File: src/rtl/guess_fsm_if.sv
// ---------------------------------------------------------------------------
// guess_fsm_if -- button/indicator bundle for the guess-the-LED game.
//
// Signals:
//   b     [3:0]  button vector, bit i = button i pressed (debounced, clk-synchronous)
//   y     [3:0]  one-hot lit-LED position (all zero in WIN/LOSE)
//   win          high while the game sits in WIN
//   lose         high while the game sits in LOSE
//
// Modports:
//   master -- the button side (drives b, observes the indicators)
//   slave  -- the game FSM (consumes b, drives the indicators)
// ---------------------------------------------------------------------------
interface guess_fsm_if;
  logic [3:0] b;
  logic [3:0] y;
  logic       win;
  logic       lose;

  modport master (output b, input y, win, lose);
  modport slave  (input b, output y, win, lose);
endinterface : guess_fsm_if

File: src/rtl/guess_fsm.sv
// ---------------------------------------------------------------------------
// guess_fsm -- Moore state machine for a four-button "guess the lit LED" game.
//
// While no button is pressed the lit LED rotates one position per clock.
// Pressing exactly the button under the lit LED enters WIN; any other
// non-zero press (including several buttons at once) enters LOSE. WIN and
// LOSE are held while any button stays down and return to S0 once all
// buttons are released.
//
// Ports:
//   clk    -- system clock, all state updates on the rising edge
//   reset  -- asynchronous, active-low reset; forces S0 (y=0001)
//   io     -- guess_fsm_if.slave: b in; y, win, lose out
//
// Outputs are decoded from the state register only, so there is no
// combinational path from b to y/win/lose.
// ---------------------------------------------------------------------------
module guess_fsm (
  input  logic        clk,
  input  logic        reset,
  guess_fsm_if.slave  io
);

  typedef enum logic [2:0] {
    S0   = 3'd0,
    S1   = 3'd1,
    S2   = 3'd2,
    S3   = 3'd3,
    WIN  = 3'd4,
    LOSE = 3'd5
  } state_e;

  state_e     state_q;
  state_e     state_d;

  logic [3:0] y_d;
  logic       win_d;
  logic       lose_d;

  // One-hot code of the LED lit in the current rotation state; only
  // meaningful in S0..S3 and used to judge a single-button guess.
  logic [3:0] lit_code;

  // -------------------------------------------------------------------------
  // State register
  // -------------------------------------------------------------------------
  // NOTE: sequential state uses non-blocking assignments so every flop
  // samples the pre-edge value of the others, independent of block order.
  always_ff @(posedge clk or negedge reset) begin
    if (!reset) begin
      state_q <= S0;
    end else begin
      state_q <= state_d;
    end
  end

  // -------------------------------------------------------------------------
  // Next-state logic
  // -------------------------------------------------------------------------
  // NOTE: every variable written here gets a default before the case so no
  // path leaves it unassigned, which would otherwise infer a latch.
  always_comb begin
    state_d  = state_q;
    lit_code = 4'b0000;

    case (state_q)
      S0, S1, S2, S3: begin
        lit_code = 4'b0001 << state_q[1:0];
        if (io.b == 4'b0000) begin
          // Idle: advance the lit LED, S3 wraps back to S0.
          state_d = state_e'({1'b0, state_q[1:0] + 2'd1});
        end else if (io.b == lit_code) begin
          state_d = WIN;
        end else begin
          // Any other press, including a multi-button press that happens
          // to contain the lit position, is a wrong guess.
          state_d = LOSE;
        end
      end

      WIN, LOSE: begin
        // Hold the verdict until every button is released.
        if (io.b == 4'b0000) begin
          state_d = S0;
        end
      end

      default: begin
        // Unused encodings recover to the start of the game.
        state_d = S0;
      end
    endcase
  end

  // -------------------------------------------------------------------------
  // Moore output decode
  // -------------------------------------------------------------------------
  always_comb begin
    y_d    = 4'b0000;
    win_d  = 1'b0;
    lose_d = 1'b0;

    case (state_q)
      S0:      y_d    = 4'b0001;
      S1:      y_d    = 4'b0010;
      S2:      y_d    = 4'b0100;
      S3:      y_d    = 4'b1000;
      WIN:     win_d  = 1'b1;
      LOSE:    lose_d = 1'b1;
      default: y_d    = 4'b0000;
    endcase
  end

  assign io.y    = y_d;
  assign io.win  = win_d;
  assign io.lose = lose_d;

endmodule : guess_fsm

File: src/flat_wrapper.sv
// flat-port wrapper written by rule: the top's interface ports become plain ports
module guess_fsm_flat 
  (clk, reset, io_b, io_y, io_win, io_lose);
  guess_fsm_if io_i ();
  input  logic clk;
  input  logic reset;
  input wire logic [$bits(io_i.b)-1:0] io_b;
  output wire logic [$bits(io_i.y)-1:0] io_y;
  output wire logic [$bits(io_i.win)-1:0] io_win;
  output wire logic [$bits(io_i.lose)-1:0] io_lose;
  assign io_i.b = io_b;
  assign io_y = io_i.y;
  assign io_win = io_i.win;
  assign io_lose = io_i.lose;
  guess_fsm u_core (.clk(clk), .reset(reset), .io(io_i));
endmodule
File: config.mk
export PLATFORM = sky130hd
export DESIGN_NAME = guess_fsm_flat
export DESIGN_NICKNAME = d
export VERILOG_FILES = /design/src/rtl/guess_fsm_if.sv /design/src/rtl/guess_fsm.sv /design/src/flat_wrapper.sv
export SDC_FILE = /design/constraint.sdc
export NUM_CORES = 1
export LEC_CHECK = 0
export BUFFER_PORTS_ARGS = -buffer_cell sky130_fd_sc_hd__buf_4
export CORE_AREA = 4 4 41 43
export CTS_CLUSTER_DIAMETER = 50
export DETAILED_ROUTE_END_ITERATION = 8
export DIE_AREA = 0 0 45 47
export GPL_TIMING_DRIVEN = 0
export PLACE_DENSITY_LB_ADDON = 0.12
export SKIP_CTS_REPAIR_TIMING = 1
export SYNTH_ARGS = -nofsm -noshare
export SYNTH_HDL_FRONTEND = slang
export SYNTH_SLANG_ARGS = --single-unit
export TNS_END_PERCENT = 30
File: constraint.sdc
create_clock -name clk -period 2.05 [get_ports clk]
set_clock_uncertainty 0.2 [all_clocks]
set_input_delay 0 -clock clk [delete_from_list [all_inputs] [get_ports clk]]
set_output_delay 0 -clock clk [all_outputs]
set_load 0.01 [all_outputs]
==> metrics.txt <==
commonest cells after routing, fill and taps aside=11 x buf_4, 6 x dlygate4sd3_1, 5 x nor2b_1, 5 x ha_1, 4 x xnor2_1; first-pass GRT wire length=1240 um; M2 GR Usage=0.130; Most flops, register=u_core.state_q; global route hottest layer=met2; IO Count=12; diode count=0; Final Cell Area=513 sq um; Synth cell types=17; root buf cell=clkbuf_4; Initial Utilization=0.250; DP Area=427 sq um; H-tree depth=1; syn_nets=46; status=complete, no violations; met1 Usage GRT=0.0963; Clock Tree Buf Depth=2; max reg flops=3; Routed Antenna Nets=0; total number of yosys warnings=0; largest net degree at the start of global routing=11; sequential fraction of the synthesis area=0.231; #FFs+latches synth=3; Pre-Repair DR Iteration Count=1; VDD IR max=0.000270 V; RSZ-0062 raised after global routing=false; CP Class=in2reg; worst hold path class=in2reg; PD cells=1020 mW/mm^2; std cell rows=13; critical path endpoint category=register; CTS tree=built; hpwl dp=594 um; Die Wd=45 um; initial drt markers=0; Residual DRC=0; Max FO, Critical Path=4; GRT met3 Usage=0.0115; max_cap viols=0; grt ovf=0; maximum clock rate=0.552 GHz; core area=0.00130 sq mm; Post-Syn Area=325 sq um; Final Setup Violations=0; number of buffers added on ports=11; later-pin clock latency in the skew report=0.23 ns; commonest non-fill, non-tap cell in the layout=buf_4; RePlAce Congestion=0.715; CP Launch Type=input port; gate count of the mapped netlist=35; # clock sinks=3; P_leak=0.218 nW; Die H=47 um; gr usage total=0.0887; WP data arrival=1.77 ns; total power=0.521 mW; Hold Vio Cnt, Final=0; Die ar.=0.00212 sq mm; ratio of cells with drive above 1 in the final layout=0.304; Slew Viols, Final=0; # nets final=68; DR vias=323; fin crit period=1.81 ns; largest registers=u_core.state_q x3; Worst Path Required=2.01 ns; normalized max-slew margin=0.733; drt wl/cell=10.9 um; final WL=771 um; setup tns final=0 ns; Slew @ Worst Pin=0.400 ns; initial antenna violation count=0; Clock Pin Slew Worst Setup and Hold Paths=0.04 ns; vias in the first global route=306; area grow syn2layout=57.7%; syn_area_per_cell=9.29 sq um; Via density=4.55; Num CTS Buffers=3; fraction of the cycle the final worst path needs=0.884
==> path summary, 6_finish.rpt <==
kind	startpoint	end	slack (ns)	cells after the start
max reg2reg	u_core.state_q[0]$_DFFE_PN0P_	u_core.state_q[0]$_DFFE_PN0P_	0.35	6
min in group asynchronous	reset	u_core.state_q[0]$_DFFE_PN0P_	0.45	3
min reg2reg	u_core.state_q[1]$_DFFE_PN0P_	u_core.state_q[1]$_DFFE_PN0P_	0.42	2
min	io_b[3]	u_core.state_q[0]$_DFFE_PN0P_	0.08	5
max	io_b[1]	u_core.state_q[1]$_DFFE_PN0P_	0.24	6
max in group asynchronous	reset	u_core.state_q[2]$_DFFE_PN0P_	1.06	3
==> layer usage <==
| metal | vias up | part of all wire |
|---|---|---|
| met4 | 0 | 0.025 |
| met3 | 2 | 0.036 |
| met2 | 7 | 0.56 |
| met5 | - | 0 |
| met1 | 150 | 0.38 |
| li1 | 164 | - |
==> final cells by class <==
cell class / instances / area, sq um
Buffer: 1 / 3.75
Multi-Input combinational cell: 29 / 239
Clock buffer: 4 / 26.3
Timing Repair Buffer: 17 / 143
Inverter: 2 / 7.51
Sequential cell: 3 / 75.1
Tap cell: 15 / 18.8
Fill cell: 144 / 788
==> metrics by stage <==
| stage | hold slack (ns) | setup WS, ns | util | instances |
|---|---|---|---|---|
| final | 0.0801 | 0.238 | 0.394 | 71 |
| after global routing | 0.0991 | 0.133 | 0.394 | 71 |
| after CTS | -0.663 | 0.355 | 0.348 | 65 |
| after detailed placement | -0.409 | 0.366 | 0.328 | 61 |
| after global placement | -0.412 | 0.399 | 0.328 | 61 |
| after floorplan | -0.496 | 0.554 | - | 35 |
==> cells in the mapped netlist <==
cell,instances,area (sq um)
a21oi_2,1,8.76
a22oi_2,1,12.5
and2_1,2,12.5
clkbuf_1,1,3.75
dfrtp_1,3,75.1
ha_1,5,62.6
inv_1,2,7.51
nand3_1,1,5.00
nand4_1,1,6.26
nor2_1,2,7.51
nor2b_1,5,31.3
nor4_1,1,6.26
nor4_4,1,21.3
o211ai_1,2,15.0
o21ai_0,1,5.00
o21ai_1,2,10.0
xnor2_1,4,35.0
==> critical path, cell delays in order <==
cell and delay [ns]:
dlygate4sd3_1 0.53, buf_4 0.15, nor4_4 0.25, dlygate4sd3_1 0.66, nand3_1 0.10, o21ai_1 0.07
==> kinds of logic (layout without fill, tap and decap cells) <==
kind of cell             count (synthesis)  after routing  share of synthesized area
AND/OR/NAND/NOR                         13             13                      0.277
flip-flops                               3              3                      0.231
XOR/XNOR                                 4              4                      0.108
AO/OA/AOI/OAI                            7              7                      0.158
adder cells (fa/ha/maj)                  5              5                      0.192
buffers and inverters                    3             24                     0.0346
==> where the power goes <==
group          internal (mW)  switching, mW  leakage, nW
Clock                 0.0730         0.0319       0.0150
Sequential            0.0800         0.0225       0.0368
Combinational          0.153          0.160        0.166
Total                  0.306          0.215        0.218
(Power assumes the default switching activity.)
